`config.mk`:
```
export PLATFORM = sky130hd
export DESIGN_NAME = ysyx_25040111_xbar
export DESIGN_NICKNAME = d
export VERILOG_FILES = /design/src/rtl/ysyx_25040111_xbar.sv
export SDC_FILE = /design/constraint.sdc
export NUM_CORES = 1
export LEC_CHECK = 0
export BUFFER_PORTS_ARGS = -buffer_cell sky130_fd_sc_hd__buf_4
export CORE_ASPECT_RATIO = 0.6
export CORE_MARGIN = 4
export CORE_UTILIZATION = 26
export CTS_CLUSTER_DIAMETER = 80
export DETAILED_ROUTE_END_ITERATION = 6
export PLACE_DENSITY = 0.54
export SYNTH_ARGS = -nofsm -noshare
export SYNTH_HDL_FRONTEND = slang
export SYNTH_SLANG_ARGS = --single-unit
```
`constraint.sdc`:
```
create_clock -name clock -period 1.89 [get_ports clock]
set_input_delay 0.378 -clock clock [delete_from_list [all_inputs] [get_ports clock]]
set_output_delay 0.378 -clock clock [all_outputs]
set_load 0.05 [all_outputs]
```
`src/rtl/ysyx_25040111_xbar.sv`:
```
// Read-channel crossbar: one read master routed to either the CLINT (mtime) or the memory port.
// Define XBAR_DECERR_EN to answer addresses outside both windows with DECERR instead of forwarding to memory.
module ysyx_25040111_xbar #(
    parameter logic [31:0] CLINT_BASE = 32'ha000_0048,
    parameter logic [31:0] CLINT_SIZE = 32'd8,
    parameter logic [31:0] MEM_BASE   = 32'h8000_0000,
    parameter logic [31:0] MEM_SIZE   = 32'h0800_0000
) (
    input  logic        clock,
    input  logic        reset,

    input  logic [31:0] m_araddr,
    input  logic        m_arvalid,
    output logic        m_arready,
    output logic [31:0] m_rdata,
    output logic [1:0]  m_rresp,
    output logic        m_rvalid,
    input  logic        m_rready,

    output logic [31:0] c_araddr,
    output logic        c_arvalid,
    input  logic        c_arready,
    input  logic [31:0] c_rdata,
    input  logic        c_rvalid,
    output logic        c_rready,

    output logic [31:0] s_araddr,
    output logic        s_arvalid,
    input  logic        s_arready,
    input  logic [31:0] s_rdata,
    input  logic [1:0]  s_rresp,
    input  logic        s_rvalid,
    output logic        s_rready
);

    typedef enum logic [1:0] {
        IDLE = 2'd0,
        REQ  = 2'd1,
        RESP = 2'd2
`ifdef XBAR_DECERR_EN
        ,
        ERR  = 2'd3
`endif
    } state_t;

    state_t      state_q, state_d;
    logic [31:0] addr_q, addr_d;
    logic        sel_q, sel_d;

    logic [31:0] clint_off;
    logic        clint_hit;

    // Unsigned offset compare: addresses below the base wrap to huge offsets and never false-hit.
    assign clint_off = m_araddr - CLINT_BASE;
    assign clint_hit = (clint_off < CLINT_SIZE);

`ifdef XBAR_DECERR_EN
    logic [31:0] mem_off;
    logic        mem_hit;

    assign mem_off = m_araddr - MEM_BASE;
    assign mem_hit = (mem_off < MEM_SIZE);
`endif

    always_comb begin
        state_d = state_q;
        addr_d  = addr_q;
        sel_d   = sel_q;
        case (state_q)
            IDLE: begin
                if (m_arvalid) begin
                    addr_d = m_araddr;
                    sel_d  = clint_hit;
`ifdef XBAR_DECERR_EN
                    state_d = (clint_hit || mem_hit) ? REQ : ERR;
`else
                    state_d = REQ;
`endif
                end
            end
            REQ: begin
                if (sel_q ? c_arready : s_arready) begin
                    state_d = RESP;
                end
            end
            RESP: begin
                if (m_rvalid && m_rready) begin
                    state_d = IDLE;
                end
            end
`ifdef XBAR_DECERR_EN
            ERR: begin
                if (m_rready) begin
                    state_d = IDLE;
                end
            end
`endif
            default: state_d = IDLE;
        endcase
    end

    always_ff @(posedge clock or negedge reset) begin
        if (!reset) begin
            state_q <= IDLE;
            addr_q  <= '0;
            sel_q   <= 1'b0;
        end else begin
            state_q <= state_d;
            addr_q  <= addr_d;
            sel_q   <= sel_d;
        end
    end

    // Address stays on both slave buses through RESP; the CLINT muxes its read word from it.
    always_comb begin
        m_arready = 1'b0;
        m_rvalid  = 1'b0;
        m_rdata   = '0;
        m_rresp   = 2'b00;
        c_araddr  = '0;
        c_arvalid = 1'b0;
        c_rready  = 1'b0;
        s_araddr  = '0;
        s_arvalid = 1'b0;
        s_rready  = 1'b0;
        case (state_q)
            IDLE: begin
                m_arready = 1'b1;
            end
            REQ: begin
                c_araddr  = addr_q;
                s_araddr  = addr_q;
                c_arvalid = sel_q;
                s_arvalid = ~sel_q;
            end
            RESP: begin
                c_araddr = addr_q;
                s_araddr = addr_q;
                if (sel_q) begin
                    m_rvalid = c_rvalid;
                    m_rdata  = c_rdata;
                    c_rready = m_rready;
                end else begin
                    m_rvalid = s_rvalid;
                    m_rdata  = s_rdata;
                    m_rresp  = s_rresp;
                    s_rready = m_rready;
                end
            end
`ifdef XBAR_DECERR_EN
            ERR: begin
                m_rvalid = 1'b1;
                m_rresp  = 2'b11;
            end
`endif
            default: ;
        endcase
    end

endmodule

```
Yosys cells after proc, flatten, opt, wreduce, memory -nomap -nowiden

Index checks and enable logic that the tools add are counted.

Add/subtract/negate cells: 1
$mul: 0
Divide/modulo/power cells: 0
Order comparisons: 1
Eq/ne operators: 5
Shift-type cells: 0
Mux-type cells: 19
Bitwise logic cells: 1
Reduce and logical (&&, ||, !) cells: 5

Operators by type and width:

| kind                     | count |
|---|---|
| $mux W32                 | 3 |
| $lt A32 B4 Y1 const B    | 1 |
| $sub A32 B32 Y32 const B | 1 |
| $mux W1                  | 10 |
| $mux W2                  | 5 |
| $ne A2 B2 Y1 const B     | 3 |
| $pmux W2 S3              | 1 |
| $reduce_and A3 Y1        | 1 |
| $eq A2 B1 Y1 const B     | 1 |
| $eq A2 B2 Y1 const B     | 1 |
| $logic_not A2 Y1         | 1 |
| $reduce_and A2 Y1        | 1 |
| $reduce_or A2 Y1         | 1 |
| $logic_and A1 B1 Y1      | 1 |
| $not A1 Y1               | 1 |

Flip-flop bits (word level): 35
Latch bits: 0
Bits in writable memories: 0
ROM bits: 0
Output and inout bits: 104
Logic and storage cells: 35
Memories: 0

Longest topological paths before layout

Gate-level depths: netlist of run 1.

Depth in word-level cells: 5
Mapped depth: 8
Gate-level depth less buffers: 8

Least setup slack after synthesis of run 1

OpenSTA, ideal clock, no wires.

Path type: register -> output
From: reg sel_q
To: out m_rdata[0]
Arrival: 2.126 ns
Data required time: 1.512 ns
Slack: -0.614 ns
Stages on the path, launching flop included: 5
Path through: dfrtp_1 > buf_1 > buf_1 > mux2i_1 > nor2b_1

Longest elaborated chain between the ends: 2

RTL lines:

| item                   | line | text |
|---|---|---|
| start, declared        | 48   | `logic sel_q, sel_d;` |
| start signal, assigned | 110  | `sel_q <= sel_d;` |
| $mux W32               | 139  | `if (sel_q) begin` |
| $mux W32               | 126  | `case (state_q)` |
| end, declared          | 15   | `output logic [31:0] m_rdata,` |

Every way passes these cells.

Final worst setup path of run 1

From: in m_araddr[11]
To: reg sel_q

Longest elaborated chain between the ends: 2

RTL lines:

| item             | line | text |
|---|---|---|
| start, declared  | 12   | `input logic [31:0] m_araddr,` |
| $sub A32 B32 Y32 | 54   | `assign clint_off = m_araddr - CLINT_BASE;` |
| $lt A32 B4 Y1    | 55   | `assign clint_hit = (clint_off < CLINT_SIZE);` |

Every way passes these cells.
A chain may end at the register's enable or synchronous reset.

==> results of run 1 <==
[through the flow]
stage               worst slack [ps]  instances  instance area [um2]  hold slack [ps]  TNS, ps
finish                        -44.31        691                 6036            54.87   -380.0
global route                  -112.3        691                 6036            97.93    -5939
CTS                           -39.01        689                 5570            66.79   -73.32
detailed placement            -433.0        676                 4980            367.6   -433.0
global placement              -369.9        676                 4980            369.7   -369.9
floorplan                     -176.8        324                 3148            82.41   -466.5
[layer usage]
layer / track usage [%] / vias up / routed length, um
met5: 0 / - / 0
met4: 2.191 / 0 / 36
met3: 4.776 / 4 / 838
met2: 29.55 / 129 / 6207
met1: 22.58 / 1609 / 5518
li1: - / 1570 / -
[worst max-delay path: stages]
cell and delay (ps):
sky130_fd_sc_hd__buf_6 100, sky130_fd_sc_hd__or4_4 600, sky130_fd_sc_hd__nor2_4 110, sky130_fd_sc_hd__nor4b_2 180, sky130_fd_sc_hd__nor3_1 90, sky130_fd_sc_hd__or4_4 480
sky130_fd_sc_hd__o31ai_2 180
[power by group through the flow]
stage	Sequential, mW	Clock [mW]	Combinational (mW)
2_1_floorplan	1.24	0	5.97
3_3_place_gp	1.28	0	7.76
3_5_place_dp	1.30	0	7.79
4_1_cts	1.29	0.852	8.57
5_1_grt	1.36	0.884	10.2
6_report	1.31	0.820	9.78
[sequential cells by signal, summed over array words and instances (netlist names)]
| name | cells |
|---|---|
| state_q | 2 |
| addr_q | 32 |
| sel_q | 1 |
[logic make-up after synthesis]
kind of cell,Yosys count,share of synthesized area [%]
and+or+nand+nor,131,26.71
adders and majority gates,4,1.677
xor gates and xnor gates,3,0.8807
DFF,35,29.35
buffers and inverters,54,11.40
muxes,62,21.97
AOI/OAI and AO/OA,35,8.009
[placed cells by master, fill, tap and decap left out, drive strengths merged, types with 6 or more instances in the layout]
| cell type | count |
|---|---|
| nor2 | 8 |
| buf | 267 |
| nor3 | 6 |
| mux2 | 28 |
| nand2 | 13 |
| nor2b | 35 |
| clkbuf | 6 |
| or4 | 6 |
| inv | 8 |
| mux2i | 34 |
| and2 | 36 |
| o21ai | 13 |
| dfrtp | 35 |
[final cells by class]
| cell class | instances | area share [%] |
|---|---|---|
| clock inverters | 1 | 0.08292 |
| clock buffers | 6 | 2.301 |
| inverters | 8 | 0.4975 |
| multi-input cells | 235 | 35.59 |
| flip-flops and latches | 35 | 14.53 |
| well taps | 139 | 2.881 |
| repair buffers | 267 | 44.11 |
[repair_timing]
action	4_1_cts	5_1_grt
resized for setup	102	135
cloned	1	2
setup endpoints to repair	101	94
setup buffers	5	1
pin swaps	9	3
[final timing paths]
check | endpoint | cells past startpoint
min reg2reg | addr_q[15]$_DFFE_PN0P_ | 2
min | addr_q[25]$_DFFE_PN0P_ | 1
max | sel_q$_DFFE_PN0P_ | 7
max reg2reg | state_q[1]$_DFFE_PN0P_ | 9
max in group asynchronous | sel_q$_DFFE_PN0P_ | 1
min in group clock | addr_q[2]$_DFFE_PN0P_ | 2
==> summary.log, run 1 <==
[status] outcome finished, violations left
[status] failing checks negative setup slack
[timing] unrepaired setup endpoints after global routing yes
[setup_path] launch point of the worst path m_araddr[11]
[detailed_routing] remaining design rule violation count 0
[setup_path] launch instance of the worst register-to-register path state_q[0]$_DFFE_PN0P_
[grt] number of antenna violations at the first check in global routing 0
[finish] Antenna Diode Count 0
[setup_path] register-to-register path setup slack 0 ps
[power] total power of the final layout 11.92 mW
[timing] final setup vio count 38
[timing] number of slew-limit violations in the final report 0
[setup_path] nature of the critical path endpoint flip-flop
[floorplanning] IO Pins 210
[setup_path] critical path fanouts, max 5
[clock_network] clock buffer count from CTS 5
[synth] share of synthesized registers carrying an async set or reset 100.0%
[clock_network] number of buffers inserted by hold repair at cts 0
[floorplanning] Die Outline Area 0.01331 mm2
[power] Gate power share 82.1%
[synth] cell types with the highest counts after synthesis sky130_fd_sc_hd__and2_1 (36), sky130_fd_sc_hd__dfrtp_1 (35), sky130_fd_sc_hd__nor2b_1 (35), sky130_fd_sc_hd__mux2i_1 (34), sky130_fd_sc_hd__buf_4 (32)
[placed_design] total of buffers placed on input and output ports 209
[grt] global route overflow 0
[detailed_routing] number of DRC markers in iteration 0 124
[finish] area taken by flip-flops and latches 877.1 um2
[timing] final worst path period share 102.3%
[grt] maximum number of pins on one net before global-route repair 39
[power] Net Sw Frac 51.45%
[grt] global routing usage summed across all routing layers 17.28%
[power] power per standard cell area 1974 mW/mm2
[placed_design] placer congestion estimate 0.9591
[timing] upper clock frequency limit 517.0 MHz
[clock_network] CTS tree done
[power] net load switching power 6.131 mW
[floorplanning] Die Width 146.3 um
[synth] flip-flop and latch count after synthesis 35
[timing] endpoints failing hold 0
[power] part of the power in registers 11.0%
[clock_network] Max Root-Sink Buffers 2
[floorplanning] number of cell rows 29
[detailed_routing] DRT antenna net count 0
[power] leakage power 2.696 nW
[power] internal power 5.786 mW
[timing] final critical-path setup slack -44.31 ps
[finish] combined area of the multi-input logic cells 0.002148 mm2
[synth] number of flops mapped to enable cells by yosys 0
[synth] mean cell area of the mapped netlist 9.210 um2
[finish] relative area change from synthesis to final layout 102.3%
[clock_network] level count of the clock H-tree 2
[timing] Min Clock Period, post-route 1934 ps
[placed_design] estimated wirelength of the detail-placed design 9.727 mm
[synth] net count of the mapped netlist 434
[timing] slew of the pin with the lowest slew margin 467.4 ps
[detailed_routing] via density per instance 4.793
[floorplanning] initial core utilization 27.41%
[clock_network] insertion delay of the later-clocked pin in the worst-skew pair 280 ps
[synth] proportion of netlist area held by the largest area contributor 29.35%
[synth] most frequently used flop master after synthesis sky130_fd_sc_hd__dfrtp_1
[power] portion of total power attributed to the clock network 6.9%
[finish] count of filler cells inserted in the layout 964
[worst_hold_path] class of the worst hold path in2async
[finish] Total Nets Final 662
[detailed_routing] router iterations before antenna repair 4
[setup_path] CP Launch Type input pin
[synth] count of mapped cells out of synthesis 324
[finish] ratio of cells with drive above 1 in the final layout 72.10%
[synth] register area share after synthesis 29.35%
[detailed_routing] total via count in the routed design 3312
[grt] global-route wire length before repair 18.57 mm
[floorplanning] DIE HEIGHT 90.99 um
[detailed_routing] Routed WL 12.60 mm
[clock_network] Root Buffer sky130_fd_sc_hd__clkbuf_16
[synth] distinct cell type count of the synthesized netlist 49
[power] VDD IR max 1487 uV
[synth] area leader, netlist sky130_fd_sc_hd__dfrtp_1
[synth] most numerous cell in the Yosys netlist sky130_fd_sc_hd__and2_1
[clock_network] number of clock sinks 35
[synth] Area contributors post-synth sky130_fd_sc_hd__dfrtp_1 (29%), sky130_fd_sc_hd__mux2i_1 (11%), sky130_fd_sc_hd__mux2_2 (11%)
[setup_path] arrival time of data at the critical path endpoint 2120 ps
[setup_path] type of the worst setup path in2reg
[synth] YS warnings 0
[setup_path] required time worst endpoint 2070 ps
[grt] via count of the first global-routing pass 3376
[synth] synthesized cell area 0.002984 mm2
[timing] setup clock skew after layout 2.617 ps
[run] Max Cap Violations 0
[floorplanning] area of the core 0.01089 mm2
[clock_network] register clock-pin slew on the reported worst setup and hold paths 50 ps
[timing] worst max-slew margin expressed relative to the limit 68.84%
[detailed_routing] drt wl/cell 18.23 um
[finish] final design utilization 55.45%
No activity file was read; power rests on OpenSTA's default activity.
==> run 2, diff against run 1 <==
--- a/config.mk
+++ b/config.mk
@@ -8,10 +8,11 @@
 export BUFFER_PORTS_ARGS = -buffer_cell sky130_fd_sc_hd__buf_4
 export CORE_ASPECT_RATIO = 0.6
 export CORE_MARGIN = 4
-export CORE_UTILIZATION = 26
+export CORE_UTILIZATION = 38
+export CTS_BUF_LIST = sky130_fd_sc_hd__clkbuf_16
 export CTS_CLUSTER_DIAMETER = 80
 export DETAILED_ROUTE_END_ITERATION = 6
-export PLACE_DENSITY = 0.54
+export PLACE_DENSITY = 0.75
 export SYNTH_ARGS = -nofsm -noshare
 export SYNTH_HDL_FRONTEND = slang
 export SYNTH_SLANG_ARGS = --single-unit
==> run 2 against run 1 <==
  * The flow still finishes with violations (negative setup slack)
  * Total power grew 3.2%
  * Register-to-register slack gained 20 ps
  * Critical path depth is the same
  * Hold slack lost 1.5 ps
  * Critical endpoint unchanged
  * Highest routed layer unchanged
  * Utilization grew 24 points
  * Design area shrank 2.4%
  * Via count grew 2.6%
  * Clock power grew 1%
  * First-iteration DRC count grew 43%
  * Combinational power is essentially flat
==> summary.log, run 2 (synthesized netlist as in run 1, its figures left out) <==
[grt] global route overflow 0
[detailed_routing] DRT antenna net count 0
[floorplanning] DIE HEIGHT 76.64 um
[power] Net Sw Frac 51.39%
[clock_network] clock buffer count from CTS 5
[timing] endpoints failing hold 0
[timing] unrepaired setup endpoints after global routing yes
[floorplanning] IO Pins 210
[grt] global-route wire length before repair 19.28 mm
[placed_design] placer congestion estimate 0.9121
[clock_network] register clock-pin slew on the reported worst setup and hold paths 60 ps
[setup_path] required time worst endpoint 2080 ps
[finish] top flop regs addr_q x32, state_q x2, sel_q x1
[power] internal power 5.975 mW
[finish] leading cell type in the layout, fill and taps excluded sky130_fd_sc_hd__buf_4
[placed_design] Cells after DPL 644
[timing] final critical-path setup slack -66.08 ps
[grt] maximum number of pins on one net before global-route repair 39
[finish] count of filler cells inserted in the layout 487
[detailed_routing] drt wl/cell 19.72 um
[setup_path] nature of the critical path endpoint flip-flop
[detailed_routing] remaining design rule violation count 0
[power] net load switching power 6.318 mW
[timing] final setup vio count 54
[finish] Total Nets Final 662
[detailed_routing] total via count in the routed design 3399
[clock_network] number of buffers inserted by hold repair at cts 0
[timing] setup clock skew after layout 6.908 ps
[finish] most flop-heavy register addr_q
[timing] slew of the pin with the lowest slew margin 495.1 ps
[grt] global routing usage summed across all routing layers 25.65%
[power] portion of total power attributed to the clock network 6.8%
[setup_path] arrival time of data at the critical path endpoint 2150 ps
[detailed_routing] number of DRC markers in iteration 0 177
[timing] final worst path period share 103.5%
[power] power per standard cell area 2086 mW/mm2
[clock_network] Max Root-Sink Buffers 2
[timing] upper clock frequency limit 511.2 MHz
[grt] via count of the first global-routing pass 3585
[clock_network] CTS tree done
[finish] ratio of cells with drive above 1 in the final layout 71.07%
[timing] Min Clock Period, post-route 1956 ps
[floorplanning] number of cell rows 24
[grt] number of antenna violations at the first check in global routing 0
[detailed_routing] via density per instance 5.174
[placed_design] total of buffers placed on input and output ports 209
[floorplanning] area of the core 0.007447 mm2
[status] outcome finished, violations left
[finish] number of non-filler instances in the completed layout 657
[placed_design] estimated wirelength of the detail-placed design 9.564 mm
[timing] sum of negative setup slack -1204 ps
[power] leakage power 2.672 nW
[clock_network] level count of the clock H-tree 2
[setup_path] CP Launch Type input pin
[setup_path] critical path fanouts, max 5
[timing] number of slew-limit violations in the final report 0
[finish] Antenna Diode Count 0
[floorplanning] initial core utilization 40.07%
[power] part of the power in registers 10.8%
[floorplanning] Die Width 122.4 um
[clock_network] Root Buffer sky130_fd_sc_hd__clkbuf_16
[setup_path] type of the worst setup path in2reg
[finish] relative area change from synthesis to final layout 97.48%
[clock_network] number of clock sinks 35
[placed_design] setup slack after placement -417.4 ps
[detailed_routing] Routed WL 12.95 mm
[worst_hold_path] class of the worst hold path in2async
[timing] worst max-slew margin expressed relative to the limit 66.99%
[power] Gate power share 82.4%
[finish] top library cells by usage in the layout, fill and taps aside sky130_fd_sc_hd__buf_4 (173), sky130_fd_sc_hd__buf_8 (65), sky130_fd_sc_hd__dfrtp_1 (34)
[status] failing checks negative setup slack
[power] VDD IR max 1897 uV
[timing] worst hold slack 53.39 ps
[detailed_routing] router iterations before antenna repair 4
[run] Max Cap Violations 0
[floorplanning] Die Outline Area 0.009381 mm2
[finish] flip-flop count of the largest register after layout 32
[clock_network] insertion delay of the later-clocked pin in the worst-skew pair 290 ps
-- run 2: changes by cell type in the layout (fill, tap and decap cells not counted), moves of 2 or more --
cell | before | now
sky130_fd_sc_hd__mux2i_2 | 4 | 1
sky130_fd_sc_hd__nor2b_4 | 21 | 3
sky130_fd_sc_hd__buf_4 | 161 | 173
sky130_fd_sc_hd__mux2i_1 | 29 | 33
sky130_fd_sc_hd__buf_8 | 60 | 65
sky130_fd_sc_hd__clkinvlp_4 | 0 | 2
sky130_fd_sc_hd__and2_2 | 2 | 0
sky130_fd_sc_hd__buf_6 | 42 | 23
sky130_fd_sc_hd__nor2b_2 | 12 | 29
-- run 2: path summary, 6_finish.rpt --
kind / start / endpoint / slack (ps) / cells past startpoint
max: m_araddr[9] / sel_q$_DFFE_PN0P_ / -70 / 7
min: reset / addr_q[27]$_DFFE_PN0P_ / 50 / 1
max reg2reg: state_q[0]$_DFFE_PN0P_ / sel_q$_DFFE_PN0P_ / 20 / 7
min reg2reg: addr_q[4]$_DFFE_PN0P_ / addr_q[4]$_DFFE_PN0P_ / 490 / 2
max in group asynchronous: reset / sel_q$_DFFE_PN0P_ / 1460 / 1
min in group clock: m_araddr[1] / addr_q[1]$_DFFE_PN0P_ / 320 / 2
-- run 2: power by group through the flow --
stage          registers, mW  clock network [mW]  logic [mW]
2_1_floorplan           1.24                   0        5.97
3_3_place_gp            1.28                   0        7.63
3_5_place_dp            1.30                   0        7.70
4_1_cts                 1.31               0.839        9.19
5_1_grt                 1.38               0.875        10.5
6_report                1.33               0.831        10.1
-- run 2: per-layer routing --
layer  track usage (%)  vias to the layer above  part of all wire [%]
li1                  -                     1574                     -
met3             7.789                       20                   9.4
met1             32.87                     1633                    41
met2             43.56                      172                    49
met5                 0                        -                     0
met4             3.240                        0                   1.1
-- run 2: area by class of cell --
type	count	area, um2	area share [%]
Multi-Input combinational cell	235	2042	34.65
Tap cell	104	130.1	2.208
Clock inverter	3	20.02	0.3397
Timing Repair Buffer	267	2666	45.24
Inverter	8	32.53	0.5520
Clock buffer	5	125.1	2.123
Sequential cell	35	877.1	14.88
-- run 2: what timing repair did --
action,4_1_cts,5_1_grt
resized for setup,133,72
hold endpoints to repair,0,0
setup endpoints to repair,101,102
gates cloned,1,1
buffers inserted,2,1
pin swaps,7,1
-- run 2: per-stage QoR --
stage               power, mW  utilization, %  instance area [um2]
finish                  12.29           79.13                 5893
global route            12.72           79.13                 5893
CTS                     11.34           75.25                 5604
detailed placement      9.000           66.75                 4971
global placement        8.908           66.75                 4971
floorplan               7.202               -                 3148
-- run 2: worst max-delay path: stages --
cell and delay (ps):
sky130_fd_sc_hd__buf_6 100, sky130_fd_sc_hd__or4_4 540, sky130_fd_sc_hd__nor3_2 140, sky130_fd_sc_hd__xnor2_1 130, sky130_fd_sc_hd__nand3_1 120, sky130_fd_sc_hd__or4_4 550, sky130_fd_sc_hd__o31ai_2 180
